`src/rtl/sdram_port_arbiter.sv`:
```
// Three-way toggle-handshake arbiter in front of a single SDRAM controller port.
// Fixed priority 0>1>2 with a starvation guard that forces a port-2 grant.
module sdram_port_arbiter #(
  parameter int unsigned AW           = 24,
  parameter int unsigned STARVE_LIMIT = 8
) (
  input  logic          clk_sys,
  input  logic          reset,
  input  logic [AW-1:0] addr0,
  input  logic          req0,
  output logic          ack0,
  input  logic          wr0,
  input  logic [1:0]    be0,
  input  logic [15:0]   din0,
  output logic [15:0]   dout0,
  input  logic [AW-1:0] addr1,
  input  logic          req1,
  output logic          ack1,
  input  logic          wr1,
  input  logic [1:0]    be1,
  input  logic [15:0]   din1,
  output logic [15:0]   dout1,
  input  logic [AW-1:0] addr2,
  input  logic          req2,
  output logic          ack2,
  input  logic          wr2,
  input  logic [1:0]    be2,
  input  logic [15:0]   din2,
  output logic [15:0]   dout2,
  output logic [AW-1:0] mem_addr,
  output logic          mem_req,
  input  logic          mem_ack,
  output logic          mem_we,
  output logic [1:0]    mem_be,
  output logic [15:0]   mem_din,
  input  logic [15:0]   mem_dout,
  output logic          busy
);

  localparam logic [7:0] StarveMax = 8'(STARVE_LIMIT);

  typedef enum logic [0:0] {StIdle, StWait} state_e;

  state_e        state;
  logic [1:0]    grant;
  logic [7:0]    starve_cnt;

  logic          pend0, pend1, pend2, any_pend;
  logic [1:0]    winner;
  logic [AW-1:0] win_addr;
  logic          win_wr;
  logic [1:0]    win_be;
  logic [15:0]   win_din;

  assign pend0    = req0 ^ ack0;
  assign pend1    = req1 ^ ack1;
  assign pend2    = req2 ^ ack2;
  assign any_pend = pend0 | pend1 | pend2;

  always_comb begin
    winner = 2'd0;
    if (pend2 && starve_cnt == StarveMax) winner = 2'd2;
    else if (pend0)                       winner = 2'd0;
    else if (pend1)                       winner = 2'd1;
    else if (pend2)                       winner = 2'd2;
  end

  always_comb begin
    win_addr = addr0;
    win_wr   = wr0;
    win_be   = be0;
    win_din  = din0;
    case (winner)
      2'd1: begin
        win_addr = addr1;
        win_wr   = wr1;
        win_be   = be1;
        win_din  = din1;
      end
      2'd2: begin
        win_addr = addr2;
        win_wr   = wr2;
        win_be   = be2;
        win_din  = din2;
      end
      default: ;
    endcase
  end

  always_ff @(posedge clk_sys) begin
    if (reset) begin
      state      <= StIdle;
      grant      <= 2'd0;
      starve_cnt <= 8'd0;
      ack0       <= 1'b0;
      ack1       <= 1'b0;
      ack2       <= 1'b0;
      dout0      <= 16'h0;
      dout1      <= 16'h0;
      dout2      <= 16'h0;
      mem_addr   <= '0;
      mem_req    <= 1'b0;
      mem_we     <= 1'b0;
      mem_be     <= 2'b00;
      mem_din    <= 16'h0;
      busy       <= 1'b0;
    end else begin
      // Port 2 not waiting means nothing is being starved.
      if (!pend2) starve_cnt <= 8'd0;
      unique case (state)
        StIdle: begin
          if (any_pend) begin
            mem_addr <= win_addr;
            mem_we   <= win_wr;
            mem_be   <= win_be;
            mem_din  <= win_din;
            mem_req  <= ~mem_req;
            grant    <= winner;
            busy     <= 1'b1;
            state    <= StWait;
            if (winner == 2'd2) starve_cnt <= 8'd0;
            else if (pend2 && starve_cnt != StarveMax) starve_cnt <= starve_cnt + 8'd1;
          end
        end
        StWait: begin
          if (mem_ack == mem_req) begin
            case (grant)
              2'd0: begin
                if (!mem_we) dout0 <= mem_dout;
                ack0 <= ~ack0;
              end
              2'd1: begin
                if (!mem_we) dout1 <= mem_dout;
                ack1 <= ~ack1;
              end
              2'd2: begin
                if (!mem_we) dout2 <= mem_dout;
                ack2 <= ~ack2;
              end
              default: ;
            endcase
            busy  <= 1'b0;
            state <= StIdle;
          end
        end
        default: state <= StIdle;
      endcase
    end
  end

endmodule

```
`config.mk`:
```
export PLATFORM = sky130hd
export DESIGN_NAME = sdram_port_arbiter
export DESIGN_NICKNAME = d
export VERILOG_FILES = /design/src/rtl/sdram_port_arbiter.sv
export SDC_FILE = /design/constraint.sdc
export NUM_CORES = 1
export LEC_CHECK = 0
export BUFFER_PORTS_ARGS = -buffer_cell sky130_fd_sc_hd__buf_2
export CORE_ASPECT_RATIO = 1.5
export CORE_MARGIN = 2
export CORE_UTILIZATION = 35
export DETAILED_ROUTE_END_ITERATION = 6
export GPL_TIMING_DRIVEN = 0
export PLACE_DENSITY_LB_ADDON = 0.15
export SKIP_LAST_GASP = 1
export SYNTH_ARGS = -nofsm -noshare
export SYNTH_HDL_FRONTEND = slang
export SYNTH_SLANG_ARGS = --single-unit
```
`constraint.sdc`:
```
create_clock -name clk_sys -period 3.2 [get_ports clk_sys]
set_input_delay 0.96 -clock clk_sys [delete_from_list [all_inputs] [get_ports clk_sys]]
set_output_delay 0.96 -clock clk_sys [all_outputs]
set_load 0.01 [all_outputs]
```
# [After elaboration in Yosys (flattened, before gate mapping)]
# Index checks and enable logic that the tools add are counted.
[classes] n_eq_ne=9 n_addsub=1 bitwise=11 reduce_logical=11 n_mux=19
[ops] operator="$pmux W24 S2" n=1
[ops] operator="$mux W8" n=5
[ops] operator="$pmux W16 S2" n=1
[ops] operator="$reduce_and A4 Y1" n=3
[ops] operator="$reduce_and A3 Y1" n=3
[ops] operator="$add A8 B1 Y8 const B" n=1
[ops] operator="$eq A8 B4 Y1 const B" n=1
[ops] operator="$mux W2" n=4
[ops] operator="$ne A8 B4 Y1 const B" n=1
[ops] operator="$not A1 Y1" n=6
[ops] operator="$pmux W1 S2" n=3
[ops] operator="$eq A2 B1 Y1 const B" n=2
[ops] operator="$eq A2 B2 Y1 const B" n=2
[ops] operator="$mux W1" n=4
[ops] operator="$pmux W2 S2" n=1
[ops] operator="$reduce_and A2 Y1" n=2
[ops] operator="$xor A1 B1 Y1" n=3
[ops] operator="$logic_and A1 B1 Y1" n=2
[ops] operator="$logic_not A2 Y1" n=1
[ops] operator="$ne A2 B1 Y1 const B" n=1
[ops] operator="$ne A2 B2 Y1 const B" n=1
[ops] operator="$or A1 B1 Y1" n=2
[ops] operator="$eq A1 B1 Y1" n=1
[word_totals] regBits=107 input_bits=151 output_inout_bits=96

# [Logic depth before layout (Yosys ltp)]
# Gate-level depths: netlist of the first run.
[depth] ltp_word=9 mapped_depth=12 ltp_nobuf=10

# [Least setup slack after synthesis of the first run]
# OpenSTA, ideal clock, no wires.
[synth_path] kind="input-to-reg" from="input req0" to="register mem_addr[0]" t_required_ns=3.129 path_stages=11 setup_slack_ns=0.304 setup_ns=0.071 arrival_time_ns=2.825 cell_sequence="xor2_1 > nor2_1 > o21ai_1 > inv_1 > ha_1 > clkbuf_1 > clkbuf_1 > nand2_1 > o21ai_0 > nand2_2 > a21oi_2"
[synth_between] elab_chain_len=5 word_cells_on_any_way=9 classes_between="2 x eq/ne; 3 x mux; 3 x bitwise; 1 x reduce/logical"
[synth_rtl] element="start: declaration" line="10" source="input logic req0,"
[synth_rtl] element="$xor A1 B1 Y1 *" line="55" source="assign pend0 = req0 ^ ack0;"
[synth_rtl] element="$mux W2 *" line="63" source="else if (pend0) winner = 2'd0;"
[synth_rtl] element="$mux W2 *" line="62" source="if (pend2 && starve_cnt == StarveMax) winner = 2'd2;"
[synth_rtl] element="via winner[1]" line="49" source="logic [1:0] winner;"
[synth_rtl] element="$eq A2 B2 Y1 / $eq A2 B1 Y1 (equally long branches)" line="73" source="case (winner)"
[synth_rtl] element="$pmux W24 S2 *" line="73"
[synth_rtl] element="end signal: assignment" line="113" source="mem_addr <= win_addr;"
[synth_rtl] element="end: declaration" line="30" source="output logic [AW-1:0] mem_addr,"
# Mark *: on every way through the listed nets, which the timed path passes. The rest lies on a longest branch.
# A chain may end at the register's enable or synchronous reset.

# [Worst setup path in the final report of the first run]
[layout_path] from="input req2" to="register mem_addr[5]"
[layout_between] elab_chain_len=7 word_cells_on_any_way=11 classes_between="2 x eq/ne; 5 x mux; 2 x bitwise; 2 x reduce/logical"
[layout_rtl] element="start: declaration" line="24" source="input logic req2,"
[layout_rtl] element="$xor A1 B1 Y1 *" line="57" source="assign pend2 = req2 ^ ack2;"
[layout_rtl] element="$mux W2" line="65" source="else if (pend2) winner = 2'd2;"
[layout_rtl] element="$mux W2" line="64" source="else if (pend1) winner = 2'd1;"
[layout_rtl] element="$mux W2" line="63"
[layout_rtl] element="$mux W2 *" line="62"
[layout_rtl] element="via winner[1]" line="49"
[layout_rtl] element="$eq A2 B2 Y1 / $eq A2 B1 Y1 (equally long branches)" line="73"
[layout_rtl] element="$pmux W24 S2 *" line="73"
# Marks and branches as above.

==> results of run 1 <==
[how the worst max path moves through the flow]
| stage | to | cells past startpoint |
|---|---|---|
| final | mem_addr[5]$_SDFFE_PP0P_ | 11 |
| after global routing | mem_addr[6]$_SDFFE_PP0P_ | 11 |
| after CTS | mem_addr[13]$_SDFFE_PP0P_ | 11 |
| after detailed placement | mem_din[14]$_SDFFE_PP0P_ | 12 |
| after global placement | mem_din[14]$_SDFFE_PP0P_ | 12 |
| after floorplan | mem_addr[0]$_SDFFE_PP0P_ | 11 |
[worst register-to-register path, delay by kind of cell, from the launching register on]
family | cells | cell delay (ns)
fa+ha+maj | 1 | 0.23
simple gates | 3 | 0.69
flops | 1 | 0.37
compound gates | 4 | 0.81
buf+inv | 2 | 0.68
[cells by family after synthesis]
logic type | synth area share
simple gates | 0.2216
compound gates | 0.2195
flops | 0.4102
buf+inv | 0.05702
mux | 0.06349
xor+xnor | 0.01869
fa+ha+maj | 0.009584
[repair_timing]
action	4_1_cts	5_1_grt
setup endpoints to repair	41	43
buffers inserted	0	0
resized for setup	4	16
[through the flow]
stage / util / hold slack, ns / instance area [um^2] / total power, mW / TNS (ns)
6_report: 0.4811 / 0.4512 / 7022 / 3.869 / 0
2_1_floorplan: - / 0.4805 / 5223 / 2.375 / 0
4_1_cts: 0.4798 / 0.4553 / 7002 / 3.916 / 0
3_5_place_dp: 0.4590 / 0.4446 / 6699 / 2.829 / -21.29
5_1_grt: 0.4811 / 0.4686 / 7022 / 4.106 / 0
3_3_place_gp: 0.4590 / 0.4409 / 6699 / 2.826 / -19.22
[cell usage after synthesis (3+ instances only)]
cell type	number	area [um^2]
a21oi_1	24	120.1
a21oi_2	39	341.6
a22oi_1	43	322.8
a311oi_1	3	26.28
a31oi_1	3	18.77
buf_1	6	22.52
buf_12	4	80.08
buf_2	9	45.04
buf_4	4	30.03
clkbuf_1	24	90.09
dfxtp_1	107	2142
ha_1	4	50.05
inv_1	5	18.77
mux2i_1	32	320.3
nand2_1	129	484.2
nand2_2	39	244.0
nand2b_1	3	18.77
nand4b_1	3	26.28
nor2_1	44	165.2
o21ai_0	46	230.2
xnor2_1	3	26.28
xor2_1	5	43.79
[flip-flops by register name, summed over array words and instances (netlist names)]
signal,flops
mem_req,1
dout1,16
busy,1
mem_be,2
dout2,16
mem_din,16
state,1
mem_addr,24
ack0,1
ack2,1
ack1,1
starve_cnt,8
grant,2
mem_we,1
dout0,16
[area by class of cell]
class,instances,area (um^2),share of cell area
Buffer,48,294.0,0.04187
Clock buffer,10,239.0,0.03403
Clock inverter,6,46.29,0.006593
Inverter,5,18.77,0.002673
Multi-Input combinational cell,454,2805,0.3995
Sequential cell,107,2142,0.3051
Tap cell,196,245.2,0.03493
Timing Repair Buffer,246,1231,0.1753
[cells in the final DEF (no fill, tap or decap), drive strengths merged, types with 2 or more instances in the layout]
master	count
a21oi	63
a22oi	43
a311oi	3
a31oi	3
a32o	2
and3	2
and4b	2
buf	265
clkbuf	39
clkinv	2
clkinvlp	2
dfxtp	107
ha	4
inv	7
mux2i	32
nand2	168
nand2b	3
nand3	2
nand4	4
nand4b	5
nor2	44
nor3	2
nor4	2
o211ai	2
o21ai	47
o31ai	2
xnor2	4
xor2	5
[power by group through the flow]
stage / registers (mW) / clock network, mW / logic [mW]
final: 1.54 / 1.07 / 1.25
after global routing: 1.56 / 1.15 / 1.39
after CTS: 1.54 / 1.11 / 1.27
after detailed placement: 1.57 / 0 / 1.26
after global placement: 1.57 / 0 / 1.26
after floorplan: 1.62 / 0 / 0.757
[routing by layer]
layer | part of all wire | GRT usage
met1 | 0.39 | 0.2298
met5 | 0 | 0
met2 | 0.52 | 0.4008
met3 | 0.065 | 0.03942
met4 | 0.028 | 0.08687
==> reports/results.tsv, run 1 <==
metric	value	unit
status	finished clean	
r2r_cells	10	
die_area	15930	um^2
fin_cells	1072	
power_frac_comb	0.324	
critPathLaunch	req2	
grt_max_degree	19	
slew_violations	0	
p_leak	3.357	nW
switching_share	0.3514	
clock-sinks	107	
crit_chain	buf_2, xor2_1, o21ai_1, inv_1, ha_1, buf_2, buf_1, a22oi_1, o21ai_0, nand2_2, a21oi_2	
drt_wl_total	16760	um
start_util	0.3579	
clkLatencyLatePin	0.35	ns
cp_top_family	buffers and inverters	
cp_max_fo	10	
cts_buffers	9	
crit_top_cell	buf_2	
dp.cells	1056	
yosysSeqAreaShare	0.4102	
postSynth.asyncResetShare	0	
grt_pass1_vias	5335	
ys_seq_elements	107	
switchingPower	1.360	mW
layout_min_cycle_time	2.970	ns
finClkSkew	0.01202	ns
drive_gt1_frac	0.4349	
clk_pin_slew	0.08	ns
fin_crit_sh	0.9280	
die_w	103.7	um
num_rows	54	
path_buf_inv	4	
grt_setup_unrepaired	no	
start_kind	input pin	
worstPathArrival	3.25	ns
hold_end	dout0[2]$_SDFFE_PP0P_	
synthFlopType	dfxtp_1	
fillerInstances	1562	
place_ws	-0.6106	ns
drtAntennaViolNets	0	
core_area	14590	um^2
worstHoldPathType	flop to flop	
setup_viol	0	
reg2reg_from	starve_cnt[4]$_SDFF_PP0_	
hp-start	dout0[2]$_SDFFE_PP0P_	
area_delta_synth_final	34.45	%
pwr-share-seq	0.398	
grt_pass1_wl	27040	um
cp_slowest_cell	buf_1	
drc_errors	0	
drt_iter0_drc	181	
track_usage	0.2117	
synth_cells	614	
grt-ovfl-total	0	
synthesis.nets	769	
dr.pass1.iters	4	
p_per_area	551.0	nW/um^2
setup_ws	0.2303	ns
critical_path_class	input pin to flop	
vias	5191	
wire_per_inst	15.64	um
maxCapViolations	0	
chipHeight	153.6	um
syn_area_per_cell	8.506	um^2
power.internal	2.509	mW
p_clk_frac	0.277	
gp_congestion	0.8411	
max_clock_freq	336.7	MHz
antenna_found_initial	0	
r2r_end	mem_addr[5]$_SDFFE_PP0P_	
finalHoldViolCount	0	
antenna_cells	0	
h-tree-depth	3	
clk_root_buffer_cell	clkbuf_16	
tightest_slew	0.7610	ns
worstPathRequired	3.48	ns
nets	1026	
holdBufCountCts	0	
tritoncts	yes	
endpoint_kind	flop	
numPortBuffers	246	
io_pins	247	
syn_area	5223	um^2
clk_path_buf_depth	2	
via_per_inst	4.842	
ys.warnings.count	0	
hold_depth	2	
reg2reg_setup_slack	0.35	ns
place_hpwl	13320	um
slew_headroom	0.4927	
synth_edf_count	0	
ir_drop	332.9	uV
synth_cell_types	49	
max_stage_delay	0.42	ns
No activity file was read; power rests on OpenSTA's default activity.
==> run 2: changes to the inputs <==
BUFFER_PORTS_ARGS = -buffer_cell sky130_fd_sc_hd__buf_4   (was -buffer_cell sky130_fd_sc_hd__buf_2)
==> run 2 against run 1 <==
Compared with the run above:
- sequential power is essentially flat
- count of clock-buffer cells in the layout down 1
- core utilization up 4.3 points
- non-clock buffer count shrank 1
- flip-flop and latch count stayed put
- combinational power grew 9.6%
- register-to-register slack worse by 0.03 ns
- via count up 3.6%
- maximum frequency decreased by 0.25%
- design area increased by 9.0%
- die area did not move
- total power grew 4.8%
- largest power group unchanged
==> reports/results.tsv, run 2 (synthesis gave the netlist of run 1 again) <==
metric	value	unit	change
max_clock_freq	335.9	MHz	was 336.7 MHz
hold_depth	2		unchanged
grt-ovfl-total	0		unchanged
critical_path_class	input pin to flop		unchanged
grt_pass1_wl	27290	um	was 27040 um
tritoncts	yes		unchanged
grt_pass1_vias	5455		was 5335
die_area	15930	um^2	unchanged
clk_root_buffer_cell	clkbuf_16		unchanged
io_pins	247		unchanged
drive_gt1_frac	0.4297		was 0.4349
clkLatencyLatePin	0.35	ns	about the same
drtAntennaViolNets	0		unchanged
drc_errors	0		unchanged
drt_wl_total	17220	um	was 16760 um
drt_iter0_drc	253		was 181
start_util	0.3579		unchanged
slew_violations	0		unchanged
dr.pass1.iters	5		was 4
fin_tns_setup	0	ns	unchanged
setup_viol	0		unchanged
core_area	14590	um^2	unchanged
nets	1025		was 1026
power.total	4.057	mW	was 3.869 mW
worstHoldPathType	flop to flop		unchanged
p_per_area	530.1	nW/um^2	was 551.0 nW/um^2
ir_drop	321.3	uV	was 332.9 uV
maxCapViolations	0		unchanged
antenna_found_initial	0		unchanged
fin_crit_sh	0.9304		was 0.9280
clock-sinks	107		unchanged
track_usage	0.2139		was 0.2117
finClkSkew	0.005788	ns	was 0.01202 ns
endpoint_kind	flop		unchanged
final_cell_mix	buf_4 (250), nand2_1 (129), dfxtp_1 (107)		was buf_2 (255), nand2_1 (129), dfxtp_1 (107)
gp_congestion	0.8834		was 0.8411
slew_headroom	0.5245		was 0.4927
cp_max_fo	10		unchanged
regMostFlops	mem_addr		unchanged
finalHoldViolCount	0		unchanged
layout_min_cycle_time	2.977	ns	was 2.970 ns
holdBufCountCts	0		unchanged
wire_per_inst	16.08	um	was 15.64 um
largest_register_ffs	24		unchanged
clk_path_buf_depth	2		unchanged
p_leak	3.481	nW	was 3.357 nW
chipHeight	153.6	um	unchanged
worstPathArrival	3.26	ns	was 3.25 ns
antenna_cells	0		unchanged
clk_pin_slew	0.07	ns	was 0.08 ns
die_w	103.7	um	unchanged
worstPathRequired	3.48	ns	about the same
grt_max_degree	20		was 19
layout_commonest_cell	buf_4		was buf_2
grt_setup_unrepaired	no		unchanged
place_hpwl	13970	um	was 13320 um
via_per_inst	5.020		was 4.842
cts_buffers	9		unchanged
h-tree-depth	3		unchanged
status	finished clean		unchanged
numPortBuffers	246		unchanged
start_kind	input pin		unchanged
area_delta_synth_final	46.53	%	was 34.45%
tightest_slew	0.7133	ns	was 0.7610 ns
r2r_cells	10		unchanged
vias	5376		was 5191
num_rows	54		unchanged
==> run 2: worst paths after layout <==
kind	end	start	slack (ns)
worst max-delay path	mem_addr[7]$_SDFFE_PP0P_	req2	0.22
worst min-delay path	mem_addr[13]$_SDFFE_PP0P_	mem_addr[13]$_SDFFE_PP0P_	0.46
worst max register to register	mem_addr[7]$_SDFFE_PP0P_	starve_cnt[4]$_SDFF_PP0_	0.32
worst min register to register	mem_addr[13]$_SDFFE_PP0P_	mem_addr[13]$_SDFFE_PP0P_	0.46
==> run 2: what timing repair did <==
action / in CTS / in global routing
endpoints found under the setup margin: 41 / 43
buffers inserted: 0 / 0
gates resized for setup: 1 / 12
==> run 2: per-layer routing <==
metal | GRT usage | part of all wire
met1 | 0.2234 | 0.37
met2 | 0.4021 | 0.53
met3 | 0.04366 | 0.064
met5 | 0 | 0
met4 | 0.1094 | 0.036
==> run 2: power breakdown <==
part | switching [mW] | internal [mW] | leakage (nW)
combinational | 0.765 | 0.604 | 2.46
sequential | 0.0871 | 1.46 | 0.872
clock | 0.522 | 0.621 | 0.149
total | 1.37 | 2.68 | 3.48
==> run 2: layout make-up <==
type | instances | area (um^2)
flip-flops and latches | 107 | 2142
fillers | 1459 | 6942
well taps | 196 | 245.2
inverters | 5 | 18.77
multi-input cells | 454 | 2808
clock inverters | 7 | 83.83
plain buffers | 47 | 282.8
clock buffers | 9 | 225.2
repair buffers | 246 | 1847
==> run 2: worst max-delay path, stage by stage <==
cell and delay (ns):
buf_4 0.13, xor2_1 0.38, o21ai_1 0.21, inv_1 0.10, ha_2 0.19, buf_2 0.25, buf_1 0.42, a22oi_1 0.16
o21ai_0 0.25, nand2_2 0.09, a21oi_2 0.11
==> run 2: through the flow <==
step | std cells | instance area (um^2) | worst slack, ns | hold slack, ns | utilization
floorplan | 614 | 5223 | 0.3038 | 0.4805 | -
global placement | 1056 | 7315 | -0.4968 | 0.4449 | 0.5012
detailed placement | 1056 | 7315 | -0.5238 | 0.4514 | 0.5012
CTS | 1071 | 7627 | 0.005224 | 0.4627 | 0.5226
global route | 1071 | 7652 | 0.002245 | 0.4843 | 0.5243
finish | 1071 | 7652 | 0.2228 | 0.4612 | 0.5243
